==> src/rtl/tcm_dec_hd_align_buf_if.sv <==
// Handshake/data bundle between the 4D-8PSK hard-decision unit, the Viterbi
// traceback and the alignment buffer.
// Optional macro TCM_DEC_HD_ALIGN_BUF_ERR_CNT_EN adds the oerr_cnt signal.
interface tcm_dec_hd_align_buf_if #(
   parameter int unsigned pADDR_W = 6,
   parameter int unsigned pHD_W   = 8,
   parameter int unsigned pDEC_W  = 7
);
   // upstream hard decision / traceback inputs
   logic                ival;
   logic [pHD_W-1:0]    ihd;
   logic                idec_val;
   logic [pDEC_W-1:0]   idec;

   // aligned output and status
   logic                oval;
   logic [pHD_W-1:0]    ohd;
   logic [pDEC_W-1:0]   odec;
   logic [pADDR_W:0]    ousedw;
   logic                ofull;
   logic                oempty;
   logic                oovf;
   logic                oudf;
`ifdef TCM_DEC_HD_ALIGN_BUF_ERR_CNT_EN
   logic [31:0]         oerr_cnt;
`endif

   // producer / consumer side (HD unit, traceback, uncoded-bit mapper)
   modport master (
      output ival,
      output ihd,
      output idec_val,
      output idec,
      input  oval,
      input  ohd,
      input  odec,
      input  ousedw,
      input  ofull,
      input  oempty,
      input  oovf,
      input  oudf
`ifdef TCM_DEC_HD_ALIGN_BUF_ERR_CNT_EN
      , input oerr_cnt
`endif
   );

   // alignment buffer side
   modport slave (
      input  ival,
      input  ihd,
      input  idec_val,
      input  idec,
      output oval,
      output ohd,
      output odec,
      output ousedw,
      output ofull,
      output oempty,
      output oovf,
      output oudf
`ifdef TCM_DEC_HD_ALIGN_BUF_ERR_CNT_EN
      , output oerr_cnt
`endif
   );

endinterface

==> src/rtl/tcm_dec_hd_align_buf.sv <==
// Hard-decision alignment buffer: stores each per-4D-symbol hard decision in
// a circular buffer and releases it, in order, when the traceback emits the
// decoded coded bits of the same 4D symbol.
// Optional macro TCM_DEC_HD_ALIGN_BUF_ERR_CNT_EN adds saturating
// overflow/underflow event counters on bus.oerr_cnt.
module tcm_dec_hd_align_buf #(
   parameter int unsigned pADDR_W = 6,
   parameter int unsigned pHD_W   = 8,
   parameter int unsigned pDEC_W  = 7
) (
   input  logic                         iclk,
   input  logic                         ireset,
   input  logic                         iclkena,
   input  logic                         iclear,
   tcm_dec_hd_align_buf_if.slave        bus
);

   localparam int unsigned      cDEPTH = 1 << pADDR_W;
   localparam logic [pADDR_W:0] cFULL  = {1'b1, {pADDR_W{1'b0}}};
   localparam logic [pADDR_W:0] cONE   = {{pADDR_W{1'b0}}, 1'b1};

   logic [pHD_W-1:0]   mem [cDEPTH];

   logic [pADDR_W:0]   wr_ptr;
   logic [pADDR_W:0]   rd_ptr;
   logic [pADDR_W:0]   usedw;
   logic [pADDR_W:0]   usedw_nxt;
   logic               full;
   logic               empty;
   logic               oval;
   logic [pHD_W-1:0]   ohd;
   logic [pDEC_W-1:0]  odec;
   logic               ovf;
   logic               udf;

   logic               rd_acc;
   logic               wr_acc;
   logic               ovf_evt;
   logic               udf_evt;

   // accept/reject decisions from the registered full/empty flags; a read in
   // the same cycle frees the slot a write into a full buffer needs
   always_comb begin
      rd_acc    = bus.idec_val & ~empty;
      wr_acc    = bus.ival & (~full | rd_acc);
      ovf_evt   = bus.ival & full & ~rd_acc;
      udf_evt   = bus.idec_val & empty;
      usedw_nxt = usedw;
      if (wr_acc && !rd_acc) begin
         usedw_nxt = usedw + cONE;
      end else if (rd_acc && !wr_acc) begin
         usedw_nxt = usedw - cONE;
      end
   end

   // buffer storage write port (no reset so it maps onto block RAM)
   always_ff @(posedge iclk) begin
      if (iclkena && !iclear && wr_acc) begin
         mem[wr_ptr[pADDR_W-1:0]] <= bus.ihd;
      end
   end

   // pointers, occupancy and registered full/empty flags
   always_ff @(posedge iclk or negedge ireset) begin
      if (!ireset) begin
         wr_ptr <= '0;
         rd_ptr <= '0;
         usedw  <= '0;
         full   <= 1'b0;
         empty  <= 1'b1;
      end else if (iclkena) begin
         if (iclear) begin
            wr_ptr <= '0;
            rd_ptr <= '0;
            usedw  <= '0;
            full   <= 1'b0;
            empty  <= 1'b1;
         end else begin
            if (wr_acc) begin
               wr_ptr <= wr_ptr + cONE;
            end
            if (rd_acc) begin
               rd_ptr <= rd_ptr + cONE;
            end
            usedw <= usedw_nxt;
            full  <= (usedw_nxt == cFULL);
            empty <= (usedw_nxt == '0);
         end
      end
   end

   // registered RAM read and aligned output word; data holds when idle
   always_ff @(posedge iclk or negedge ireset) begin
      if (!ireset) begin
         oval <= 1'b0;
         ohd  <= '0;
         odec <= '0;
      end else if (iclkena) begin
         if (iclear) begin
            oval <= 1'b0;
         end else if (rd_acc) begin
            oval <= 1'b1;
            ohd  <= mem[rd_ptr[pADDR_W-1:0]];
            odec <= bus.idec;
         end else begin
            oval <= 1'b0;
         end
      end
   end

   // sticky overflow/underflow flags, cleared only by reset or frame start
   always_ff @(posedge iclk or negedge ireset) begin
      if (!ireset) begin
         ovf <= 1'b0;
         udf <= 1'b0;
      end else if (iclkena) begin
         if (iclear) begin
            ovf <= 1'b0;
            udf <= 1'b0;
         end else begin
            if (ovf_evt) begin
               ovf <= 1'b1;
            end
            if (udf_evt) begin
               udf <= 1'b1;
            end
         end
      end
   end

   assign bus.oval   = oval;
   assign bus.ohd    = ohd;
   assign bus.odec   = odec;
   assign bus.ousedw = usedw;
   assign bus.ofull  = full;
   assign bus.oempty = empty;
   assign bus.oovf   = ovf;
   assign bus.oudf   = udf;

`ifdef TCM_DEC_HD_ALIGN_BUF_ERR_CNT_EN
   logic [15:0] ovf_cnt;
   logic [15:0] udf_cnt;

   // saturating event counters, stepping on the same events as the flags
   always_ff @(posedge iclk or negedge ireset) begin
      if (!ireset) begin
         ovf_cnt <= '0;
         udf_cnt <= '0;
      end else if (iclkena) begin
         if (iclear) begin
            ovf_cnt <= '0;
            udf_cnt <= '0;
         end else begin
            if (ovf_evt && (ovf_cnt != '1)) begin
               ovf_cnt <= ovf_cnt + 16'd1;
            end
            if (udf_evt && (udf_cnt != '1)) begin
               udf_cnt <= udf_cnt + 16'd1;
            end
         end
      end
   end

   assign bus.oerr_cnt = {udf_cnt, ovf_cnt};
`endif

endmodule

==> src/flat_wrapper.sv <==
// flat-port wrapper written by rule: the top's interface ports become plain ports
module tcm_dec_hd_align_buf_flat 
#(
   parameter int unsigned pADDR_W = 6,
   parameter int unsigned pHD_W   = 8,
   parameter int unsigned pDEC_W  = 7
)
  (iclk, ireset, iclkena, iclear, bus_ival, bus_ihd, bus_idec_val, bus_idec, bus_oval, bus_ohd, bus_odec, bus_ousedw, bus_ofull, bus_oempty, bus_oovf, bus_oudf);
  tcm_dec_hd_align_buf_if #(.pADDR_W(pADDR_W), .pHD_W(pHD_W), .pDEC_W(pDEC_W)) bus_i ();
  input  logic iclk;
  input  logic ireset;
  input  logic iclkena;
  input  logic iclear;
  input wire logic [$bits(bus_i.ival)-1:0] bus_ival;
  input wire logic [$bits(bus_i.ihd)-1:0] bus_ihd;
  input wire logic [$bits(bus_i.idec_val)-1:0] bus_idec_val;
  input wire logic [$bits(bus_i.idec)-1:0] bus_idec;
  output wire logic [$bits(bus_i.oval)-1:0] bus_oval;
  output wire logic [$bits(bus_i.ohd)-1:0] bus_ohd;
  output wire logic [$bits(bus_i.odec)-1:0] bus_odec;
  output wire logic [$bits(bus_i.ousedw)-1:0] bus_ousedw;
  output wire logic [$bits(bus_i.ofull)-1:0] bus_ofull;
  output wire logic [$bits(bus_i.oempty)-1:0] bus_oempty;
  output wire logic [$bits(bus_i.oovf)-1:0] bus_oovf;
  output wire logic [$bits(bus_i.oudf)-1:0] bus_oudf;
  assign bus_i.ival = bus_ival;
  assign bus_i.ihd = bus_ihd;
  assign bus_i.idec_val = bus_idec_val;
  assign bus_i.idec = bus_idec;
  assign bus_oval = bus_i.oval;
  assign bus_ohd = bus_i.ohd;
  assign bus_odec = bus_i.odec;
  assign bus_ousedw = bus_i.ousedw;
  assign bus_ofull = bus_i.ofull;
  assign bus_oempty = bus_i.oempty;
  assign bus_oovf = bus_i.oovf;
  assign bus_oudf = bus_i.oudf;
  tcm_dec_hd_align_buf #(.pADDR_W(pADDR_W), .pHD_W(pHD_W), .pDEC_W(pDEC_W)) u_core (.iclk(iclk), .ireset(ireset), .iclkena(iclkena), .iclear(iclear), .bus(bus_i));
endmodule
==> config.mk <==
export PLATFORM = sky130hd
export DESIGN_NAME = tcm_dec_hd_align_buf_flat
export DESIGN_NICKNAME = d
export VERILOG_FILES = /design/src/rtl/tcm_dec_hd_align_buf_if.sv /design/src/rtl/tcm_dec_hd_align_buf.sv /design/src/flat_wrapper.sv
export SDC_FILE = /design/constraint.sdc
export NUM_CORES = 1
export LEC_CHECK = 0
export BUFFER_PORTS_ARGS = -buffer_cell sky130_fd_sc_hd__buf_2
export CORE_ASPECT_RATIO = 1.1
export CORE_MARGIN = 10
export CORE_UTILIZATION = 40
export CTS_BUF_LIST = sky130_fd_sc_hd__clkbuf_8
export DETAILED_ROUTE_END_ITERATION = 10
export PLACE_DENSITY = 0.65
export SLEW_MARGIN = 20
export SYNTH_ARGS = -nofsm -noshare
export SYNTH_HDL_FRONTEND = slang
export SYNTH_SLANG_ARGS = --single-unit
==> constraint.sdc <==
create_clock -name iclk -period 4.9 [get_ports iclk]
set_clock_uncertainty 0.2 [all_clocks]
set_input_delay 0.49 -clock iclk [delete_from_list [all_inputs] [get_ports iclk]]
set_output_delay 0.49 -clock iclk [all_outputs]
set_load 0.01 [all_outputs]
==> impl_results.md, run 1 <==
* Crit path kind: input pin to register
* Max cap viols at 0
* Sink Count at approximately 550
* Num rows at 89
* Num ports at 48
* Min-delay worst type: input pin to register
* Core area at approximately 0.054 mm^2
* Yosys cell types at between 50 and 60
* Post-route total power at a little over 0.01 W
* Vias in the first global route at around 12,000
* Req. time, crit path at 4.98 ns
* Initial antenna violation count at 0
* Critical Path Fanout Max at 11
* Placed cell area at about 0.023 mm^2
* Area grow syn2layout at 13.2%
* Crit end category: register
* Total grt overflow at 0
* Worst Tran Pin Value at a little over 0.9 ns
* Pwr dens at between 400 and 500 mW/mm^2
* First-pass GRT wire length at 74.9 mm
* Root buf cell: clkbuf_8
* Wire per inst at roughly 23 um
* Worst-skew pair later-pin latency at about 0.65 ns
* Final Cycle Share at roughly 77%
* CP cell instances: dlygate4sd3_1, buf_2, inv_1, nor2_1, nand2_1, nor2_1, nand3_1, nor2_1
* Slew HR at roughly 38%
* Util after Layout at 45.9%
* Die W at 243 um
* Syn nets at between 1,000 and 1,500
* DRC viols at 0
* Final non-filler cell area at between 0.02 and 0.025 mm^2
* Final Routed Wirelength at approximately 49 mm
* Setup TNS Final at 0 ns
* Final setup viols at 0
* Post-DR vias/cell at approximately 5.4
* Asr flop ratio synth at roughly 7.1%
* RSZ-0062 raised after global routing: false
* Highest Clock Rate at 265 MHz
* Pin count of the biggest net entering global routing at 65
* Max incr delay on CP at about 0.8 ns
* Num CTS Buffers at 83
* Cell family contributing the most delay on the critical path: simple AND/OR/NAND/NOR gates
* Crit path top cell by count: nor2_1
* Total of warnings raised by yosys at 0
* Worst Path Arrival at around 3.9 ns
* IR drop worst, VDD at 0.000297 V
* Final Hold Fails at 0
* Post-route minimum period at 3.77 ns
* Slew Viols, Final at 0
* Ys flop type: edfxtp_1
* Gate Count Post-Synth at about 1,200
* ANT nets after route at 0
* Clk buf depth at 3
* Avg Synthesized Cell Area at around 18 um^2
* RD Place Congestion at a little under 0.9
* Die Y at roughly 270 um
* Clk slew on worst S/H paths at 0.06 ns
* P_leak at roughly 7.8 nW
* Max stage delay cell, worst path: nor2_1
* CTS tree: built
* FF+latch count, synth at between 500 and 600
* Final nets at between 1,000 and 1,500
* DPL Wire Length at just over 30 mm
* Input/output buffers at 47
* Total Routing Usage GR at between 10% and 20%
* Post-synthesis cell area at between 0.02 and 0.025 mm^2
* Status: complete, no violations
* Layout cells sized above 1 at about a fifth
* Setup bufs post-CTS at 0
* Startpoint Class: input pin
* Initial core utilization at between 40% and 50%
* Seq/Total Area, Yosys at between 70 and 80%
* H-tree depth at 3
* Number of synthesized flops with an enable pin at just over 500
* 1st-pass router iterations at 5
* Hold_ws at 0.102 ns
* Die ar. at roughly 0.064 mm^2
* Worst path bufs/invs at 3
* Routed via count at roughly 11,000
* Iteration-0 DRC Markers at approximately 1,000
[worst reg2reg max path, stage by stage, from the launching register on]
cell,delay [ns]
dfstp_2,0.40
nand2b_1,0.25
a21oi_1,0.34
nand2_1,0.20
nor2_1,0.29
nand3_1,0.73
nor2_1,0.82
[worst paths after layout]
| check | slack, ns | to | cells past startpoint | start |
|---|---|---|---|---|
| hold / removal | 0.10 | u_core.bus.oovf | 3 | bus_ival |
| setup reg to reg | 1.31 | u_core.mem[14][6] | 6 | u_core.bus.oempty |
| min in group asynchronous | 0.34 | u_core.bus.ousedw[2] | 2 | ireset |
| setup / recovery | 1.13 | u_core.mem[14][6] | 8 | iclkena |
| max in group asynchronous | 3.48 | u_core.rd_ptr[0] | 2 | ireset |
| hold reg to reg | 0.27 | u_core.bus.odec[2] | 2 | u_core.bus.odec[2] |
[power breakdown]
part,switching (W),internal (W)
registers,0.000122,0.00523
logic,0.000542,0.000426
clock network,0.00177,0.00211
[logic make-up (layout without fill, tap and decap cells)]
group / Yosys count / after routing / synth area share [%]
XOR/XNOR: 5 / 5 / 0.201
buffers and inverters: 73 / 243 / 1.67
flip-flops: 551 / 551 / 74.9
AND/OR/NAND/NOR: 204 / 204 / 4.33
adder cells (fa/ha/maj): 4 / 4 / 0.229
multiplexers: 216 / 216 / 14.0
other: 0 / 1 / 0
AO/OA/AOI/OAI: 148 / 148 / 4.65
[synth_stat cells, drive strengths merged, types with 3 or more instances]
master	instances	area share, %
edfxtp	512	70
mux2i	144	6.6
nor2	79	1.4
a22oi	72	2.5
mux4	72	7.4
nand2	48	0.83
buf	38	0.98
dfrtp	38	4.4
o21ai	38	0.87
nand3	33	0.76
clkbuf	29	0.59
nand4	12	0.34
a221oi	8	0.32
a31oi	7	0.20
nor2b	7	0.23
a21oi	6	0.15
inv	6	0.10
a21o	4	0.14
and2	4	0.12
ha	4	0.23
o22ai	4	0.11
nand3b	3	0.10
nor3	3	0.069
o2bb2ai	3	0.12
or4	3	0.12
xor2	3	0.12
[registers in the layout (all words and copies together), names as in the netlist, 6 cells and up]
| register | cells |
|---|---|
| u_core.rd_ptr | 6 |
| u_core.mem | 512 |
| u_core.bus.ousedw | 7 |
| u_core.bus.odec | 7 |
| u_core.bus.ohd | 8 |
| u_core.wr_ptr | 6 |
[layer usage]
metal  global-route usage (%)  vias to the layer above  routed length, um
li1                         -                     5055                  -
met1                     20.1                     5822              21000
met2                     25.3                      414              24200
met3                     2.53                       77               3040
met4                     5.27                        0               1080
met5                        0                        -                  0
[what timing repair did]
action,CTS,global route
hold endpoints to repair,50,0
resized for setup,0,0
hold buffers,11,0
[cell usage in the layout (no fill, tap or decap), types with 3 or more instances in the layout]
cell type,instances
edfxtp_1,512
mux2i_1,144
clkbuf_8,88
nor2_1,79
mux4_2,72
a22oi_1,72
nand2_1,48
buf_2,47
o21ai_0,36
dfrtp_1,35
nand3_1,33
inv_1,22
buf_4,21
clkinv_2,20
clkinv_1,13
nand4_1,12
dlygate4sd3_1,11
a221oi_1,8
bufinv_16,8
a31oi_1,7
a21oi_1,5
nor2b_1,5
clkinvlp_4,5
o22ai_1,4
a21o_1,4
ha_1,4
xor2_1,3
nand3b_1,3
and2_1,3
o2bb2ai_1,3
nor3_1,3
buf_12,3
[metrics by stage]
step	std cells	setup WS, ns
2_1_floorplan	1201	2.44
3_3_place_gp	1933	1.17
3_5_place_dp	1933	1.07
4_1_cts	2099	1.23
5_1_grt	2099	0.828
6_report	2100	1.13
[area by class of cell]
type	count	area [um^2]
fill	4604	29200
sequential	551	16400
multi-input combinational	577	5120
clock buffer	88	1210
tap	728	911
timing repair buffer	82	563
clock inverter	67	526
inverter	6	22.5
antenna	1	2.50
Note: power is estimated with default switching activity, not from simulation.
==> run 2, diff against run 1 <==
--- a/config.mk
+++ b/config.mk
@@ -11,7 +11,7 @@
 export CORE_UTILIZATION = 40
 export CTS_BUF_LIST = sky130_fd_sc_hd__clkbuf_8
 export DETAILED_ROUTE_END_ITERATION = 10
-export PLACE_DENSITY = 0.65
+export PLACE_DENSITY = 0.67
 export SLEW_MARGIN = 20
 export SYNTH_ARGS = -nofsm -noshare
 export SYNTH_HDL_FRONTEND = slang
==> constraint.sdc (replaced) <==
create_clock -name iclk -period 3.3 [get_ports iclk]
set_clock_uncertainty 0.2 [all_clocks]
set_input_delay 0.33 -clock iclk [delete_from_list [all_inputs] [get_ports iclk]]
set_output_delay 0.33 -clock iclk [all_outputs]
set_load 0.01 [all_outputs]
==> impl_results.md, run 2 (synthesized netlist as in run 1, its figures left out) <==
* Final setup viols at 0 (unchanged)
* RD Place Congestion at 0.847 (-2.5%)
* Die W at 243 um (unchanged)
* DPL Wire Length at 31.6 mm (+4.4%)
* Vias in the first global route at 12,306 (+3.6%)
* Max cap viols at 0 (unchanged)
* Final Hold Fails at 0 (unchanged)
* Antenna fix cells at 0 (-1)
* Worst Path Arrival at 2.90 ns (-0.95 ns)
* R2r setup slk at 0.57 ns (-0.74 ns)
* ANT nets after route at 0 (unchanged)
* Commonest non-fill, non-tap cell in the layout: edfxtp_1
* Total Routing Usage GR at 15.3% (+0.041 points)
* Num CTS Buffers at 87 (+4.8%)
* CP cell instances: nand2b_1, a21oi_1, nand2_1, nor2_1, nand2_1, nor2_1, buf_4
* Initial antenna violation count at 2 (+2)
* Post-route minimum period at approximately 2.7 ns
* Clk slew on worst S/H paths at 0.06 ns (about the same)
* Num ports at 48 (unchanged)
* Clk buf depth at 3 (unchanged)
* Pin count of the biggest net entering global routing at 65 (unchanged)
* Hold path depth at 4 (+1)
* Critical Path Fanout Max at 8 (-3)
* Startpoint Class: register
* Final Routed Wirelength at 49.6 mm (+0.51%)
* Max incr delay on CP at 0.40 ns (-0.41 ns)
* Initial core utilization at 40.5% (unchanged)
* Post-route total power at 0.0147 W (+44%)
* RSZ-0062 raised after global routing: false
* Cell family contributing the most delay on the critical path: simple AND/OR/NAND/NOR gates
* Status: complete, no violations
* Post-CTS sizing at 0 (unchanged)
* WP depth at 7 (-1)
* Crit path kind: register to register
* Layout cells sized above 1 at 23.5% (+3.0 points)
* H-tree depth at 3 (unchanged)
* Final nets at 1,415 (+6.7%)
* Worst Reg-to-Reg Cells at 7 (+1)
* P_leak at 8.25 nW (+5.3%)
* Routed via count at 11,740 (+3.3%)
* Final Cycle Share at about 83%
* Wire per inst at 22.7 um (-3.2%)
* Core area at 0.0539 mm^2 (unchanged)
* Worst-skew pair later-pin latency at 0.66 ns (about the same)
* Worst path bufs/invs at 1 (-2)
* Iteration-0 DRC Markers at 974 (-2.8%)
* Fill cells at 4,587 (-0.37%)
* Slew HR at 40.8% (+3.1 points)
* CTS tree: built
* Post-DR vias/cell at 5.38 (-0.56%)
* Area grow syn2layout at 15.8%
* Max stage delay cell, worst path: dfstp_2
* Die ar. at 0.0643 mm^2 (unchanged)
* Setup TNS Final at 0 ns (unchanged)
* Multi-input logic area at 0.00512 mm^2 (about the same)
* DRC viols at 0 (unchanged)
* Crit end category: register
* Pwr dens at 580 mW/mm^2 (+41%)
* Slew Viols, Final at 0 (unchanged)
* Sink Count at 551 (unchanged)
* Most frequent cells in the layout: edfxtp_1 (512), mux2i_1 (144), buf_4 (94)
* Worst Tran Pin Value at 0.888 ns (-0.0438 ns)
* Min-delay worst type: input pin to register
* Die Y at 265 um (unchanged)
* Input/output buffers at 47 (unchanged)
* Setup bufs post-CTS at 0 (unchanged)
* Num rows at 89 (unchanged)
* Highest Clock Rate at 366 MHz
* First-pass GRT wire length at 75.7 mm (+1.1%)
* Largest register FFs at 512 (unchanged)
* 1st-pass router iterations at 5 (unchanged)
* Total grt overflow at 0 (unchanged)
* Req. time, crit path at 3.47 ns (-1.51 ns)
* Root buf cell: clkbuf_8
* IR drop worst, VDD at 0.000388 V (+31%)
* Sequential cell area at 0.0164 mm^2 (unchanged)
run 2: cell types whose count changed in the layout (fill, tap and decap cells not counted), sizes merged:
| cell | delta |
|---|---|
| inv | +12 |
| bufinv | -6 |
| dlygate4sd3 | +5 |
| clkbuf | +3 |
| clkinv | -12 |
| diode | -1 |
| buf | +80 |
run 2: through the flow:
| stage | setup WS (ns) | utilization, % | cell area [um^2] | hold slack (ns) | cells |
|---|---|---|---|---|---|
| after floorplan | 0.853 | - | 21800 | -0.166 | 1201 |
| after global placement | 0.586 | 43.7 | 23600 | 0.253 | 2013 |
| after detailed placement | 0.581 | 43.7 | 23600 | 0.262 | 2013 |
| after CTS | 0.573 | 46.9 | 25300 | 0.0224 | 2181 |
| after global routing | 0.327 | 46.9 | 25300 | 0.100 | 2181 |
| final | 0.570 | 46.9 | 25300 | 0.0789 | 2181 |
run 2: routing by layer:
layer / GRT usage [%] / share of wire, % / vias up
met5: 0 / 0 / -
met4: 6.00 / 2.7 / 0
met3: 2.89 / 6.6 / 83
met2: 25.2 / 49 / 442
met1: 19.8 / 42 / 5987
li1: - / - / 5228
run 2: timing repair:
item,in CTS,in global routing
endpoints found under the setup margin,0,0
hold buffers,16,0
endpoints found under the hold margin,91,0
run 2: final timing paths:
| check | from | end |
|---|---|---|
| hold / removal | bus_idec_val | u_core.bus.ousedw[0] |
| setup reg to reg | u_core.bus.oempty | u_core.mem[26][5] |
| min in group asynchronous | ireset | u_core.bus.odec[5] |
| max in group asynchronous | ireset | u_core.rd_ptr[0] |
| setup / recovery | u_core.bus.oempty | u_core.mem[26][5] |
| hold reg to reg | u_core.bus.oval | u_core.bus.oval |
run 2: worst reg2reg max path: stages, from the launching register on:
cell and delay, ns:
dfstp_2 0.40, nand2b_1 0.28, a21oi_1 0.27, nand2_1 0.18
nor2_1 0.30, nand2_1 0.28, nor2_1 0.33, buf_4 0.21
run 2: power by group:
| group | total, W | switching [W] | leakage, nW | internal [W] |
|---|---|---|---|---|
| Clock | 0.00524 | 0.00255 | 0.901 | 0.00270 |
| Sequential | 0.00795 | 0.000193 | 5.11 | 0.00776 |
| Combinational | 0.00147 | 0.000804 | 2.24 | 0.000661 |
| Total | 0.0147 | 0.00354 | 8.25 | 0.0111 |
run 2: final cells by class:
type                    instances  area share [%]
flip-flops and latches        551            64.7
clock inverters                61            1.24
multi-input cells             577            20.3
inverters                       6          0.0891
repair buffers                167            5.15
well taps                     728            3.60
clock buffers                  91            4.95
